## src/rtl/uart_pkg.sv

```systemverilog
// Shared UART definitions: receiver state encoding, frame width and bit-period helper.
// Latency: n/a (types and constants only).
// Backpressure: n/a.
package uart_pkg;

    localparam int UART_DATA_BITS = 8;

    typedef enum logic [2:0] {
        IDLE,
        START,
        DATA,
        STOP,
        WAIT_IDLE
    } rx_state_t;

    // Clock cycles per serial bit (floor), shared with the transmitter side.
    function automatic int bit_period(input int freq, input int baud);
        return freq / baud;
    endfunction

endpackage

```

## src/rtl/uart_receive_if.sv

```systemverilog
// Receiver-side bundle: serial line in, received byte and status pulses out.
// Latency: n/a (wiring only).
// Backpressure: none; new_data_out is a one-cycle pulse the consumer must take.
//   rx_wire_in         serial line (idles high)
//   data_byte_out      last correctly framed byte
//   new_data_out       1-cycle pulse, data_byte_out updated
//   framing_error_out  1-cycle pulse, stop bit was low
//   busy_out           receiver not in IDLE
interface uart_receive_if;
    import uart_pkg::*;

    logic                      rx_wire_in;
    logic [UART_DATA_BITS-1:0] data_byte_out;
    logic                      new_data_out;
    logic                      framing_error_out;
    logic                      busy_out;

    // master: the receiver that produces the byte stream
    modport master (
        input  rx_wire_in,
        output data_byte_out,
        output new_data_out,
        output framing_error_out,
        output busy_out
    );

    // slave: the line driver / downstream consumer
    modport slave (
        output rx_wire_in,
        input  data_byte_out,
        input  new_data_out,
        input  framing_error_out,
        input  busy_out
    );

endinterface

```

## src/rtl/sync_2ff.sv

```systemverilog
// Two-flop synchronizer for asynchronous inputs, parameterized width and reset value.
// Latency: 2 clk_in cycles.
// Backpressure: none.
//   clk_in, rst_in (async, active-high), d_in (async), q_out (synchronized)
module sync_2ff #(
    parameter int               WIDTH   = 1,
    parameter logic [WIDTH-1:0] RST_VAL = '0
) (
    input  logic             clk_in,
    input  logic             rst_in,
    input  logic [WIDTH-1:0] d_in,
    output logic [WIDTH-1:0] q_out
);

    logic [WIDTH-1:0] meta_q;
    logic [WIDTH-1:0] sync_q;

    always_ff @(posedge clk_in or posedge rst_in) begin
        if (rst_in) begin
            meta_q <= RST_VAL;
            sync_q <= RST_VAL;
        end else begin
            meta_q <= d_in;
            sync_q <= meta_q;
        end
    end

    assign q_out = sync_q;

endmodule

```

## src/rtl/uart_receive.sv

```systemverilog
// 8N1 UART receiver, LSB first: start qualified at mid-bit, data/stop sampled at bit centres.
// Latency: new_data_out 2 + HALF + 9*BIT_PERIOD + 1 cycles after the start edge at the pin.
// Backpressure: none; each byte is a one-cycle pulse, the consumer must accept it.
//   clk_in, rst_in (async, active-high); rx_if (uart_receive_if.master): rx_wire_in in,
//   data_byte_out / new_data_out / framing_error_out / busy_out out.
//   UART_RX_GLITCH_FILTER_EN: majority-of-three vote at every sample point.
module uart_receive
    import uart_pkg::*;
#(
    parameter int INPUT_CLOCK_FREQ = 100_000_000,
    parameter int BAUD_RATE        = 57600
) (
    input  logic           clk_in,
    input  logic           rst_in,
    uart_receive_if.master rx_if
);

    localparam int BIT_PERIOD = bit_period(INPUT_CLOCK_FREQ, BAUD_RATE);
    localparam int HALF       = BIT_PERIOD / 2;
    localparam int CW         = $clog2(BIT_PERIOD + 1);

    localparam logic [CW-1:0] HALF_LIM = CW'(HALF - 1);
    localparam logic [CW-1:0] BIT_LIM  = CW'(BIT_PERIOD - 1);

    rx_state_t                 state_q, state_d;
    logic [CW-1:0]             cnt_q, cnt_d;
    logic [2:0]                bit_idx_q, bit_idx_d;
    logic [UART_DATA_BITS-1:0] shift_q, shift_d;
    logic [UART_DATA_BITS-1:0] data_q, data_d;
    logic                      new_data_q, new_data_d;
    logic                      ferr_q, ferr_d;

    logic rx_sync;
    logic sample;

    sync_2ff #(
        .WIDTH   (1),
        .RST_VAL (1'b1)
    ) u_rx_sync (
        .clk_in (clk_in),
        .rst_in (rst_in),
        .d_in   (rx_if.rx_wire_in),
        .q_out  (rx_sync)
    );

`ifdef UART_RX_GLITCH_FILTER_EN
    // The vote combines the current synchronized value with the two before it,
    // so the decision lands on the same cycle as the unfiltered sample.
    logic hist1_q, hist1_d;
    logic hist2_q, hist2_d;

    always_comb begin
        hist1_d = rx_sync;
        hist2_d = hist1_q;
        sample  = (rx_sync & hist1_q) | (rx_sync & hist2_q) | (hist1_q & hist2_q);
    end

    always_ff @(posedge clk_in or posedge rst_in) begin
        if (rst_in) begin
            hist1_q <= 1'b1;
            hist2_q <= 1'b1;
        end else begin
            hist1_q <= hist1_d;
            hist2_q <= hist2_d;
        end
    end
`else
    always_comb begin
        sample = rx_sync;
    end
`endif

    always_comb begin
        state_d    = state_q;
        cnt_d      = cnt_q + CW'(1);
        bit_idx_d  = bit_idx_q;
        shift_d    = shift_q;
        data_d     = data_q;
        new_data_d = 1'b0;
        ferr_d     = 1'b0;

        case (state_q)
            IDLE: begin
                cnt_d = '0;
                if (!rx_sync) begin
                    state_d = START;
                end
            end
            START: begin
                if (cnt_q == HALF_LIM) begin
                    cnt_d = '0;
                    // A line back high at mid start bit was only a glitch.
                    if (sample) begin
                        state_d = IDLE;
                    end else begin
                        state_d   = DATA;
                        bit_idx_d = 3'd0;
                    end
                end
            end
            DATA: begin
                if (cnt_q == BIT_LIM) begin
                    cnt_d     = '0;
                    shift_d   = {sample, shift_q[UART_DATA_BITS-1:1]};
                    bit_idx_d = bit_idx_q + 3'd1;
                    if (bit_idx_q == 3'd7) begin
                        state_d = STOP;
                    end
                end
            end
            STOP: begin
                if (cnt_q == BIT_LIM) begin
                    cnt_d = '0;
                    // Leaving at the stop-bit centre lets a back-to-back start edge be seen.
                    if (sample) begin
                        data_d     = shift_q;
                        new_data_d = 1'b1;
                        state_d    = IDLE;
                    end else begin
                        ferr_d  = 1'b1;
                        state_d = WAIT_IDLE;
                    end
                end
            end
            WAIT_IDLE: begin
                // A held-low (break) line must release before another start is accepted.
                cnt_d = '0;
                if (rx_sync) begin
                    state_d = IDLE;
                end
            end
            default: begin
                state_d = IDLE;
                cnt_d   = '0;
            end
        endcase
    end

    always_ff @(posedge clk_in or posedge rst_in) begin
        if (rst_in) begin
            state_q    <= IDLE;
            cnt_q      <= '0;
            bit_idx_q  <= 3'd0;
            shift_q    <= '0;
            data_q     <= '0;
            new_data_q <= 1'b0;
            ferr_q     <= 1'b0;
        end else begin
            state_q    <= state_d;
            cnt_q      <= cnt_d;
            bit_idx_q  <= bit_idx_d;
            shift_q    <= shift_d;
            data_q     <= data_d;
            new_data_q <= new_data_d;
            ferr_q     <= ferr_d;
        end
    end

    assign rx_if.data_byte_out     = data_q;
    assign rx_if.new_data_out      = new_data_q;
    assign rx_if.framing_error_out = ferr_q;
    assign rx_if.busy_out          = (state_q != IDLE);

endmodule
```

## src/flat_wrapper.sv

```systemverilog
// flat-port wrapper written by rule: the top's interface ports become plain ports
module uart_receive_flat import uart_pkg::*;
#(
    parameter int INPUT_CLOCK_FREQ = 100_000_000,
    parameter int BAUD_RATE        = 57600
)
  (clk_in, rst_in, rx_if_rx_wire_in, rx_if_data_byte_out, rx_if_new_data_out, rx_if_framing_error_out, rx_if_busy_out);
  uart_receive_if rx_if_i ();
  input  logic clk_in;
  input  logic rst_in;
  input wire logic [$bits(rx_if_i.rx_wire_in)-1:0] rx_if_rx_wire_in;
  output wire logic [$bits(rx_if_i.data_byte_out)-1:0] rx_if_data_byte_out;
  output wire logic [$bits(rx_if_i.new_data_out)-1:0] rx_if_new_data_out;
  output wire logic [$bits(rx_if_i.framing_error_out)-1:0] rx_if_framing_error_out;
  output wire logic [$bits(rx_if_i.busy_out)-1:0] rx_if_busy_out;
  assign rx_if_i.rx_wire_in = rx_if_rx_wire_in;
  assign rx_if_data_byte_out = rx_if_i.data_byte_out;
  assign rx_if_new_data_out = rx_if_i.new_data_out;
  assign rx_if_framing_error_out = rx_if_i.framing_error_out;
  assign rx_if_busy_out = rx_if_i.busy_out;
  uart_receive #(.INPUT_CLOCK_FREQ(INPUT_CLOCK_FREQ), .BAUD_RATE(BAUD_RATE)) u_core (.clk_in(clk_in), .rst_in(rst_in), .rx_if(rx_if_i));
endmodule
```

## config.mk

```make
export PLATFORM = sky130hd
export DESIGN_NAME = uart_receive_flat
export DESIGN_NICKNAME = d
export VERILOG_FILES = /design/src/rtl/uart_pkg.sv /design/src/rtl/uart_receive_if.sv /design/src/rtl/sync_2ff.sv /design/src/rtl/uart_receive.sv /design/src/flat_wrapper.sv
export SDC_FILE = /design/constraint.sdc
export NUM_CORES = 1
export LEC_CHECK = 0
export BUFFER_PORTS_ARGS = -buffer_cell sky130_fd_sc_hd__buf_2
export CORE_MARGIN = 1.5
export CORE_UTILIZATION = 44
export DETAILED_ROUTE_END_ITERATION = 10
export SLEW_MARGIN = 20
export SYNTH_ARGS = -nofsm -noshare
export SYNTH_HDL_FRONTEND = slang
export SYNTH_SLANG_ARGS = --single-unit
export TNS_END_PERCENT = 100
```

## constraint.sdc

```tcl
create_clock -name clk_in -period 2.3 [get_ports clk_in]
set_input_delay 0.23 -clock clk_in [delete_from_list [all_inputs] [get_ports clk_in]]
set_output_delay 0.23 -clock clk_in [all_outputs]
set_load 0.01 [all_outputs]
```

==> results.md <==
* Synth top area cells: dfrtp_1 53%, mux2_2 12%, nor2_1 3.4%
* Yosys cell types at 36
* Area share of the largest cell type after synthesis at 53.5%
* CP Capture Type: flop
* Global routing usage on met3 at 4.75%
* Row count at 21
* Arr. time, crit path at 2280 ps
* Ratio of cells with drive above 1 in the final layout at 34.9%
* Power after layout at 1250 uW
* Max cap viols at 0
* Via Count at 1011
* Crit start category: flop
* Max_slew headroom at 70.0%
* Initial antenna violation count at 0
* Core Area at 3440 um^2
* Largest net degree at the start of global routing at 38
* Die Wd at 64.0 um
* Die H at 64.0 um
* Leading area contributor after synthesis: dfrtp_1
* Power density over the cells at 663 nW/um^2
* Most frequent cells in the layout: 35 x dfrtp_1, 17 x mux2_2, 15 x nor2_1
* Dpl cells at 190
* Gpl congestion at 0.794
* Cell area after synthesis at 1640 um^2
* Post-synth EDFFs at 0
* Final min period at 2110 ps
* Area growth syn-to-layout at 14.8%
* Status: completed
* Initial drt markers at 44
* Syn_area_per_cell at 12.4 um^2
* Worst-Skew Late Latency at 280 ps
* Pre-antenna DRT Iters at 4
* Asr flop ratio synth at 100%
* Ports at 14
* First-pass GRT wire length at 4.71 mm
* H-tree depth at 2
* Mean routed wirelength per cell at 12.7 um
* Initial Util at 47.6%
* Max Clk Rate at 473 MHz
* Non-filler cells, final at 198
* ANT cells at 0
* Routed vias/inst at 5.11
* Min-Delay Path Class: in2async
* Layout Skew at 2.40 ps
* Final setup fails at 0
* Least-Margin Pin Slew at 450 ps
* Clock transition at path regs at 70 ps
* GRT Total Usage at 15.3%
* Req. time, crit path at 2460 ps
* Setup TNS at 0 ps
* Final period util at 91.9%
* Clock root cell: clkbuf_8
* WHS at 40.8 ps
* Worst VDD drop at 0.612 mV
* CTS max path bufs at 2
* Cts hold-fix bufs at 0
* Port bufs at 13
* GR Overflow Total at 0
* # clock sinks at 37
* Final Util at 54.6%
* Commonest non-fill, non-tap cell in the layout: dfrtp_1
* Post-detail-place hpwl at 1.77 mm
* Post-synthesis sequential area ratio at 56.7%
* CTS tree: done
* Predominant post-synthesis flop cell: dfrtp_1
* Die area at 4100 um^2
* Met1 GRT Util at 20.3%
* CTS Buf Count at 5
* RSZ-0062 raised after global routing: false
* Largest fanout on the critical path at 9
* Final WL at 2.52 mm
* LEAKAGE at 0.000927 uW
* FF+latch count, synth at 37
* Max-slew violation count at 0
* Synthesized Nets at 138
* Nets@finish at 157
* Final count of hold timing violations at 0
* Drc violations at 0
* Met2 GRT Util at 22.0%
* Crit path kind: reg2reg
* Syn Inst Count at 132
* Yosys warns at 0
* Gr busiest metal: met2
* Final ANT Viol Nets at 0
* Number of global-route vias before repair at 1038
[what timing repair did]
action | in CTS | in global routing
resized for setup | 0 | 2
buffers inserted | 0 | 0
setup endpoints to repair | 0 | 8
[cell usage after synthesis, types with 2 or more instances]
master / instances
dfstp_2: 2
nand2_1: 5
xor2_1: 5
nor2b_1: 2
or3b_2: 2
ha_1: 3
nand4_1: 2
a21oi_1: 4
nor3_1: 4
xnor2_1: 3
a22o_1: 2
mux2_2: 17
nand3_1: 6
and4_1: 2
o21ai_0: 2
nor2_1: 15
dfrtp_1: 35
or3_1: 2
buf_4: 2
[area by class of cell]
cell class,instances,area (um^2)
clock buffers,6,82.6
clock inverters,2,37.5
fillers,307,1560
inverters,1,3.75
multi-input cells,88,668
flip-flops and latches,37,928
well taps,46,57.6
repair buffers,18,103
[routing by layer]
metal  routed length, um  up-vias
li1                    -      501
met1                1260      488
met2                1130       20
met3                  99        2
met4                  36        0
met5                   0        -
[kinds of logic (layout without fill, tap and decap cells)]
kind of cell	Yosys count	after routing	share of synthesized area [%]
fa+ha+maj	3	3	2.29
mux	18	18	12.3
buf+inv	7	27	2.67
simple gates	46	46	16.5
flops	37	37	56.7
xor+xnor	8	8	4.28
compound gates	13	13	5.27
[where the power goes]
part / total (uW) / switching [uW] / internal, uW
logic: 17.6 / 13.6 / 4.00
clock network: 573 / 221 / 352
registers: 655 / 1.67 / 654
[state kept, by name, summed over array words and instances (netlist names)]
signal	flops
u_core.bit_idx_q	3
u_core.cnt_q	11
u_core.rx_if.data_byte_out	8
u_core.rx_if.framing_error_out	1
u_core.rx_if.new_data_out	1
u_core.shift_q	8
u_core.state_q	3
u_core.u_rx_sync.meta_q	1
u_core.u_rx_sync.q_out	1
[final timing paths]
| path | slack (ps) | cells after the start | start | endpoint |
|---|---|---|---|---|
| worst max-delay path | 190 | 5 | u_core.cnt_q[0]$_DFF_PP0_ | u_core.rx_if.data_byte_out[0]$_DFFE_PP0P_ |
| worst min-delay path | 40 | 3 | rst_in | u_core.shift_q[5]$_DFFE_PP0P_ |
| worst max register to register | 190 | 5 | u_core.cnt_q[0]$_DFF_PP0_ | u_core.rx_if.data_byte_out[0]$_DFFE_PP0P_ |
| worst min register to register | 360 | 0 | u_core.u_rx_sync.meta_q$_DFF_PP1_ | u_core.u_rx_sync.q_out$_DFF_PP1_ |
| max in group asynchronous | 1920 | 3 | rst_in | u_core.u_rx_sync.q_out$_DFF_PP1_ |
| min in group clk_in | 50 | 1 | rx_if_rx_wire_in | u_core.u_rx_sync.meta_q$_DFF_PP1_ |
[per-stage QoR]
stage / worst slack (ps) / instance area [um^2]
after global routing: 69.6 / 1880
after detailed placement: 34.2 / 1760
after CTS: 33.6 / 1880
after floorplan: 305 / 1640
final: 187 / 1880
after global placement: 87.8 / 1760
[critical path, cell delays in order (launching register included)]
cell,delay [ps]
dfrtp_1,380
ha_1,240
or3b_4,430
nor3_1,250
and4_4,340
mux2_2,350
Note: power is estimated with default switching activity, not from simulation.
